File: src/rtl/fpu_decode_queue.sv
// fpu_decode_queue: claims RV F/D-extension instructions (LOAD-FP, STORE-FP,
// OP-FP), decodes each into a record with a resolved rounding mode and an
// illegal-encoding flag, and buffers the records in a DEPTH-entry FIFO with
// valid/ready handshakes on both sides.
// Optional feature macro: FPU_FUSED_EN claims the four fused multiply-add
// opcodes and adds rs3 storage to every queue entry.
module fpu_decode_queue #(
  parameter int DEPTH = 4,
  parameter int FLEN  = 32,
  parameter int CNT_W = $clog2(DEPTH + 1)
) (
  input  logic             CLK,
  input  logic             RST,
  input  logic             in_valid,
  output logic             in_ready,
  input  logic [31:0]      in_insn,
  output logic             in_claim,
  input  logic [2:0]       csr_frm,
  input  logic             flush,
  output logic             out_valid,
  input  logic             out_ready,
  output logic [1:0]       out_class,
  output logic [6:0]       out_funct7,
  output logic [2:0]       out_funct3,
  output logic [4:0]       out_rs1,
  output logic [4:0]       out_rs2,
  output logic [4:0]       out_rs3,
  output logic [4:0]       out_rd,
  output logic [11:0]      out_imm,
  output logic [2:0]       out_frm,
  output logic             out_illegal,
  output logic [CNT_W-1:0] count
);

  localparam int               PTR_W = $clog2(DEPTH);
  localparam logic [CNT_W-1:0] FULL  = CNT_W'(DEPTH);

  localparam logic [6:0] OP_LOAD  = 7'b0000111;
  localparam logic [6:0] OP_STORE = 7'b0100111;
  localparam logic [6:0] OP_FP    = 7'b1010011;
`ifdef FPU_FUSED_EN
  localparam logic [6:0] OP_MADD  = 7'b1000011;
  localparam logic [6:0] OP_MSUB  = 7'b1000111;
  localparam logic [6:0] OP_NMSUB = 7'b1001011;
  localparam logic [6:0] OP_NMADD = 7'b1001111;
  localparam logic [1:0] CLS_FUSED = 2'd3;
`endif

  localparam logic [1:0] CLS_ARITH = 2'd0;
  localparam logic [1:0] CLS_LOAD  = 2'd1;
  localparam logic [1:0] CLS_STORE = 2'd2;
  localparam logic [2:0] RM_DYN    = 3'b111;

  // One decoded instruction as held in the queue.
  typedef struct packed {
    logic [1:0]  cls;
    logic [6:0]  funct7;
    logic [2:0]  funct3;
    logic [4:0]  rs1;
    logic [4:0]  rs2;
`ifdef FPU_FUSED_EN
    logic [4:0]  rs3;
`endif
    logic [4:0]  rd;
    logic [11:0] imm;
    logic [2:0]  frm;
    logic        illegal;
  } entry_t;

  // Reset image of an entry: all zero, rounding mode "not applicable".
  function automatic entry_t rst_entry();
    entry_t e;
    e     = '0;
    e.frm = RM_DYN;
    return e;
  endfunction

  entry_t             mem [DEPTH];
  entry_t             dec;
  entry_t             head;
  logic [PTR_W-1:0]   wr_ptr;
  logic [PTR_W-1:0]   rd_ptr;
  logic               push;
  logic               pop;

  logic [6:0]         opcode;
  logic [1:0]         fmt;
  logic [2:0]         rm;
  logic [2:0]         rm_res;
  logic               rm_op;
  logic               rm_bad;
  logic               fmt_ok;
  logic               width_ok;

  // Field extraction and legality terms shared by every instruction class.
  assign opcode   = in_insn[6:0];
  assign fmt      = in_insn[26:25];
  assign rm       = in_insn[14:12];
  assign rm_res   = (rm == RM_DYN) ? csr_frm : rm;
  assign rm_bad   = (rm_res == 3'b101) || (rm_res == 3'b110);
  assign fmt_ok   = (fmt == 2'b00) || ((fmt == 2'b01) && (FLEN == 64));
  assign width_ok = (rm == 3'b010) || ((rm == 3'b011) && (FLEN == 64));
  // Arith ops whose funct3 is a rounding mode: add/sub/mul/div/sqrt and converts.
  assign rm_op    = in_insn[31:27] inside {5'b00000, 5'b00001, 5'b00010, 5'b00011,
                                           5'b01011, 5'b01000, 5'b11000, 5'b11010};

  // Claim and decode the incoming instruction into a queue record.
  always_comb begin
    in_claim   = 1'b0;
    dec        = rst_entry();
    dec.funct3 = rm;
    dec.rs1    = in_insn[19:15];
    unique case (opcode)
      OP_LOAD: begin
        in_claim    = 1'b1;
        dec.cls     = CLS_LOAD;
        dec.rd      = in_insn[11:7];
        dec.imm     = in_insn[31:20];
        dec.illegal = !width_ok;
      end
      OP_STORE: begin
        in_claim    = 1'b1;
        dec.cls     = CLS_STORE;
        dec.rs2     = in_insn[24:20];
        dec.imm     = {in_insn[31:25], in_insn[11:7]};
        dec.illegal = !width_ok;
      end
      OP_FP: begin
        in_claim    = 1'b1;
        dec.cls     = CLS_ARITH;
        dec.funct7  = in_insn[31:25];
        dec.rs2     = in_insn[24:20];
        dec.rd      = in_insn[11:7];
        if (rm_op) begin
          dec.frm     = rm_res;
          dec.illegal = !fmt_ok || rm_bad;
        end else begin
          dec.illegal = !fmt_ok;
        end
      end
`ifdef FPU_FUSED_EN
      OP_MADD, OP_MSUB, OP_NMSUB, OP_NMADD: begin
        in_claim    = 1'b1;
        dec.cls     = CLS_FUSED;
        dec.funct7  = {5'b0, fmt};
        dec.rs2     = in_insn[24:20];
        dec.rs3     = in_insn[31:27];
        dec.rd      = in_insn[11:7];
        dec.frm     = rm_res;
        dec.illegal = !fmt_ok || rm_bad;
      end
`endif
      default: begin
        in_claim = 1'b0;
      end
    endcase
  end

  // Handshakes: a full queue still accepts when the head leaves this cycle.
  assign out_valid = (count != '0);
  assign pop       = out_valid && out_ready;
  assign in_ready  = (count < FULL) || pop;
  assign push      = in_valid && in_claim && in_ready;

  // Queue storage, pointers and occupancy; flush and reset discard everything.
  always_ff @(posedge CLK) begin
    if (RST) begin
      wr_ptr <= '0;
      rd_ptr <= '0;
      count  <= '0;
      for (int i = 0; i < DEPTH; i++) mem[i] <= rst_entry();
    end else if (flush) begin
      wr_ptr <= '0;
      rd_ptr <= '0;
      count  <= '0;
    end else begin
      if (push) begin
        mem[wr_ptr] <= dec;
        wr_ptr      <= wr_ptr + PTR_W'(1);
      end
      if (pop) rd_ptr <= rd_ptr + PTR_W'(1);
      unique case ({push, pop})
        2'b10:   count <= count + CNT_W'(1);
        2'b01:   count <= count - CNT_W'(1);
        default: count <= count;
      endcase
    end
  end

  // Head entry straight from storage: outputs never depend on the inputs.
  assign head        = mem[rd_ptr];
  assign out_class   = head.cls;
  assign out_funct7  = head.funct7;
  assign out_funct3  = head.funct3;
  assign out_rs1     = head.rs1;
  assign out_rs2     = head.rs2;
  assign out_rd      = head.rd;
  assign out_imm     = head.imm;
  assign out_frm     = head.frm;
  assign out_illegal = head.illegal;
`ifdef FPU_FUSED_EN
  assign out_rs3     = head.rs3;
`else
  assign out_rs3     = 5'd0;
`endif

endmodule

File: config.mk
export PLATFORM = sky130hd
export DESIGN_NAME = fpu_decode_queue
export DESIGN_NICKNAME = d
export VERILOG_FILES = /design/src/rtl/fpu_decode_queue.sv
export SDC_FILE = /design/constraint.sdc
export NUM_CORES = 1
export LEC_CHECK = 0
export CORE_UTILIZATION = 35
export DETAILED_ROUTE_END_ITERATION = 6
export PLACE_DENSITY_LB_ADDON = 0.08
export SLEW_MARGIN = 5
export SYNTH_ARGS = -nofsm -noshare
export SYNTH_HDL_FRONTEND = slang
export SYNTH_SLANG_ARGS = --single-unit
File: constraint.sdc
create_clock -name CLK -period 11.6 [get_ports CLK]
set_input_delay 2.32 -clock CLK [delete_from_list [all_inputs] [get_ports CLK]]
set_output_delay 2.32 -clock CLK [all_outputs]
set_load 0.01 [all_outputs]
==> results of run 1 <==
-- cells by family (layout without fill, tap and decap cells) --
group,Yosys count,count (layout),share of synthesized area (%)
and+or+nand+nor,239,239,15.9
DFF,181,181,64.8
buffers and inverters,50,142,3.50
muxes,48,48,12.4
AOI/OAI and AO/OA,29,29,2.37
xor gates and xnor gates,5,5,0.531
adders and majority gates,2,2,0.394
other,1,5,0.0455
-- state kept, by name, indices dropped and copies added (netlist names), named ones only --
signal / count
rd_ptr: 2
wr_ptr: 2
mem: 172
count: 3
-- worst reg2reg max path: cells and delay by family (launching register included) --
kind                   cells  cell delay [ps]
AND/OR/NAND/NOR            4             2160
buffers and inverters      1              560
flip-flops                 1              350
-- cell usage after synthesis, types with 2 or more instances --
library cell,n,area share [%]
buf_4,6,0.55
and2b_2,2,0.21
o21ai_0,13,0.79
o21a_1,2,0.18
nor2_1,73,3.3
buf_6,7,0.96
or2_1,3,0.23
nand3b_1,2,0.18
clkbuf_1,11,0.50
nor4_1,4,0.30
mux2_2,5,0.68
nand2_1,25,1.1
inv_1,13,0.59
nor2b_1,2,0.15
mux4_2,43,12
and2_1,66,5.0
and3_1,9,0.68
a21oi_1,4,0.24
edfxtp_1,172,63
dfxtp_1,9,2.2
or3_1,2,0.15
nor3_1,21,1.3
and2_2,7,0.64
xnor2_1,2,0.21
nand3_1,8,0.49
xor2_1,3,0.32
buf_2,9,0.55
o31a_1,2,0.21
and3_2,2,0.18
-- how the worst min path moves through the flow --
stage                                       from               endpoint  slack (ps)
after floorplan           rd_ptr[1]$_SDFFE_PP0P_              flip-flop         480
after global placement     count[2]$_SDFFE_PP0P_  count[2]$_SDFFE_PP0P_         510
after detailed placement  rd_ptr[1]$_SDFFE_PP0P_              flip-flop         520
after CTS                 rd_ptr[1]$_SDFFE_PP0P_              flip-flop         540
after global routing      rd_ptr[0]$_SDFFE_PP0P_              flip-flop         570
final                     rd_ptr[1]$_SDFFE_PP0P_              flip-flop         530
-- routing by layer --
metal / global-route usage [%] / vias to the layer above / routed length (um)
li1: - / 2218 / -
met4: 4.72 / 0 / 295
met3: 3.82 / 21 / 997
met5: 0 / - / 0
met2: 30.9 / 136 / 10100
met1: 23.1 / 2492 / 9010
-- area by class of cell --
type,count,area (um2),share of cell area (%)
clock inverters,13,85.1,0.860
multi-input cells,328,2640,26.7
well taps,313,392,3.96
inverters,14,52.6,0.531
clock buffers,19,433,4.38
repair buffers,96,941,9.51
flip-flops and latches,181,5350,54.1
-- power by group through the flow --
stage                     clock, mW  combinational, mW  sequential (mW)
after detailed placement          0             0.0818            0.751
after global placement            0             0.0817            0.750
after global routing          0.556             0.0862            0.738
after floorplan                   0             0.0364            0.750
after CTS                     0.529             0.0822            0.737
final                         0.518             0.0804            0.736
-- stage by stage --
step	power [mW]	instance area (um2)
floorplan	0.786	8260
global placement	0.832	9380
detailed placement	0.833	9380
CTS	1.35	9890
global route	1.38	9890
finish	1.33	9890
==> run summary, run 1 <==
Post-cts hold buffer count: 0
Slowest CP cell: clkdlybuf4s50_1
Cell family with most CP delay: buffers and inverters
Sequential cell area fraction in the yosys report: 64.8%
Sequential Power Share: 55.2%
Fraction of final layout cells sized beyond drive strength 1: 17.4%
Clock slew at reported path FFs: 60 ps
DRC violation count after routing: 0
Lkg Pwr: 3.27 nW
Yosys cell types: 57
Final setup fails: 0
Max cap viols: 0
Post-DP HPWL: 13000 um
Ant diodes: 0
Gr usage total: 18.0%
Critical Path AT: 4300 ps
Critical Path Max Stage Delay: 740 ps
Clk network pwr share: 38.8%
Number of synthesized flops with an enable pin: 172
Antenna viol nets, final: 0
IO Count: 94
Root Driver: clkbuf_16
Fmax: 151 MHz
Num CTS Buffers: 17
Initial Utilization: 36.1%
Vias in the first global route: 5193
Pint: 1.04 mW
Buffers & Inverters on Critical Path: 3
Worst VDD drop: 0.0000878 V
RePlAce Congestion: 0.762
Final Worst Setup Slack: 4980 ps
CP Capture Type: output port
Die width: 156 um
Chip height: 156 um
CP startpoint: in_insn[5]
RSZ-0062 raised after global routing: false
Setup crit start kind: input pin
YS warnings: 0
Logic pwr share: 6.0%
Setup WS pre-CTS: 4970 ps
Mean post-synth cell area: 14.9 um2
Clock skew: 9.73 ps
Worst hold path type: flip-flop to flip-flop
Sw Share: 22.0%
Post-Syn Area: 0.00825 mm2
Relative max-transition margin: 35.4%
Vias per inst: 5.05
Core area: 0.0228 mm2
Worst hold slack: 534 ps
Commonest non-fill, non-tap cell in the layout: edfxtp_1
Worst r2r src: count[2]$_SDFFE_PP0P_
Synth Instances: 555
Placed cells: 932
DR iter-0 viols: 284
Final period utilization: 57.1%
CP cell instances: clkdlybuf4s50_1, and4bb_4, o21ai_4, inv_1, clkdlybuf4s50_1
DR pass1 iterations: 5
#FFs+latches synth: 181
Setup TNS: 0 ps
Actual slew at the worst max-slew pin: 969 ps
Vias: 4867
Largest net degree at the start of global routing: 44
H-tree depth: 4
Most frequent cells in the layout: edfxtp_1, clkdlybuf4s50_1, nor2_1
Pwr/cell area: 135 mW/mm2
Clock buffer depth: 2
Standard-cell rows: 55
Total global routing overflow: 0
Fin cells: 964
Max-slew violations: 0
Sw power: 0.294 mW
Most frequent CP cell: clkdlybuf4s50_1
Fillers: 2109
Die area: 0.0242 mm2
Worst R2R End: mem[1][2]$_SDFFCE_PN1P_
Reg2reg path depth: 5
WS Path Type: input pin to output port
Initial antenna violation count: 0
TritonCTS clock tree: yes
Final core utilization: 43.3%
Dominant synthesized flop cell: edfxtp_1
CTS sink count: 181
Worst Hold Depth: 2
R2R Setup Slk: 8140 ps
Final min period: 6620 ps
Wire per inst: 21.2 um
Synth-to-layout area growth: 20.0%
# Post-CTS Setup Buffers: 0
Port Buf Inserts: 88
Final Hold Fails: 0
Fraction of registers with async set/reset: 0%
Critical Path Sink: in_claim
Worst-Skew Late Latency: 420 ps
CP required: 9280 ps
Routed WL: 20400 um
WP depth: 5
CTS resizes: 0
First-pass GRT wire length: 31500 um
Run status: complete, no violations
NumNets Final: 680
Crit Path Max Fanout: 11
(Power assumes the default switching activity.)
==> inputs of run 2 (changes only) <==
==> constraint.sdc (replaced) <==
create_clock -name CLK -period 6 [get_ports CLK]
set_input_delay 1.2 -clock CLK [delete_from_list [all_inputs] [get_ports CLK]]
set_output_delay 1.2 -clock CLK [all_outputs]
set_load 0.01 [all_outputs]
==> run summary, run 2 (synthesized netlist as in run 1, its figures left out) <==
RSZ-0062 raised after global routing: false
Total global routing overflow: 0
RePlAce Congestion: 0.741
DR iter-0 viols: 387
Gr usage total: 17.9%
Fraction of final layout cells sized beyond drive strength 1: 18.0%
Routed WL: 20300 um
CTS resizes: 0
DRC violation count after routing: 0
Sw power: 0.590 mW
Logic pwr share: 5.7%
TritonCTS clock tree: yes
Core area: 0.0228 mm2
Placed cells: 935
Pwr/cell area: 273 mW/mm2
Actual slew at the worst max-slew pin: 824 ps
Clock buffer depth: 2
Largest register FFs: 172
Fmax: 224 MHz
Final period utilization: 74.3%
DR pass1 iterations: 4
Final Hold Fails: 0
Critical Path AT: 3260 ps
Clock skew: 7.78 ps
Lkg Pwr: 3.33 nW
Pint: 2.14 mW
Commonest non-fill, non-tap cell in the layout: edfxtp_1
Num CTS Buffers: 17
Crit Path Max Fanout: 11
Sw Share: 21.6%
Ant diodes: 0
Most frequent cells in the layout: edfxtp_1, clkdlybuf4s50_1, nor2_1
Setup crit start kind: input pin
Vias in the first global route: 5227
NumNets Final: 683
Max cap viols: 0
Largest net degree at the start of global routing: 44
Run status: complete, no violations
H-tree depth: 4
Final setup fails: 0
Standard-cell rows: 55
Biggest regs: mem x172, count x3
WS Path Type: input pin to output port
Vias per inst: 5.03
CP Capture Type: output port
Initial antenna violation count: 0
# Post-CTS Setup Buffers: 0
Post-cts hold buffer count: 0
Setup TNS: 0 ps
IO Count: 94
Clk network pwr share: 42.2%
Port Buf Inserts: 88
Relative max-transition margin: 44.8%
Die area: 0.0242 mm2
Initial Utilization: 36.1%
Chip height: 156 um
Biggest register: mem
Worst VDD drop: 0.000190 V
Worst-Skew Late Latency: 430 ps
Synth-to-layout area growth: 21.4%
Final min period: 4460 ps
Clock slew at reported path FFs: 70 ps
Sequential Power Share: 52.1%
Fin cells: 967
Root Driver: clkbuf_16
CP required: 4800 ps
Max-slew violations: 0
CTS sink count: 181
Pwr Total: 2.73 mW
Worst hold path type: flip-flop to flip-flop
Vias: 4867
Post-DP HPWL: 13700 um
Die width: 156 um
First-pass GRT wire length: 31400 um
Antenna viol nets, final: 0
Wire per inst: 21.0 um
run 2: routing by layer:
| layer | routed length [um] | vias up | track usage [%] |
|---|---|---|---|
| li1 | - | 2228 | - |
| met1 | 9060 | 2503 | 23.4 |
| met2 | 10200 | 120 | 30.0 |
| met3 | 775 | 16 | 3.68 |
| met4 | 258 | 0 | 5.51 |
| met5 | 0 | - | 0 |
run 2: worst paths after layout:
kind / startpoint / endpoint / slack (ps) / cells after the start
worst max-delay path: in_insn[5] / in_claim / 1540 / 5
worst min-delay path: rd_ptr[1]$_SDFFE_PP0P_ / flip-flop / 530 / 2
worst max register to register: count[2]$_SDFFE_PP0P_ / mem[1][38]$_SDFFCE_PN0P_ / 3040 / 6
worst min register to register: rd_ptr[1]$_SDFFE_PP0P_ / flip-flop / 530 / 2
run 2: metrics by stage:
stage | util, % | cell area [um2] | hold WS [ps] | setup slack, ps
after floorplan | - | 8270 | 485 | 1370
after global placement | 41.2 | 9410 | 518 | 1610
after detailed placement | 41.2 | 9410 | 513 | 1550
after CTS | 43.8 | 10000 | 530 | 1560
after global routing | 43.8 | 10000 | 559 | 1480
final | 43.8 | 10000 | 529 | 1540
run 2: layout make-up:
class | count | area, um2
fill | 2130 | 12800
sequential | 181 | 5350
multi-input combinational | 328 | 2650
timing repair buffer | 99 | 963
clock buffer | 18 | 429
tap | 313 | 392
clock inverter | 14 | 174
inverter | 14 | 52.6
run 2: power groups by stage:
stage | registers (mW) | logic [mW] | clock network [mW]
after CTS | 1.43 | 0.157 | 1.17
after detailed placement | 1.45 | 0.157 | 0
after global placement | 1.45 | 0.156 | 0
after floorplan | 1.45 | 0.0707 | 0
after global routing | 1.43 | 0.166 | 1.22
final | 1.42 | 0.155 | 1.15
run 2: worst max-delay path, stage by stage:
cell,delay [ps]
clkdlybuf4s50_1,760
and4bb_4,330
o21ai_4,320
inv_1,140
clkdlybuf4s50_1,510
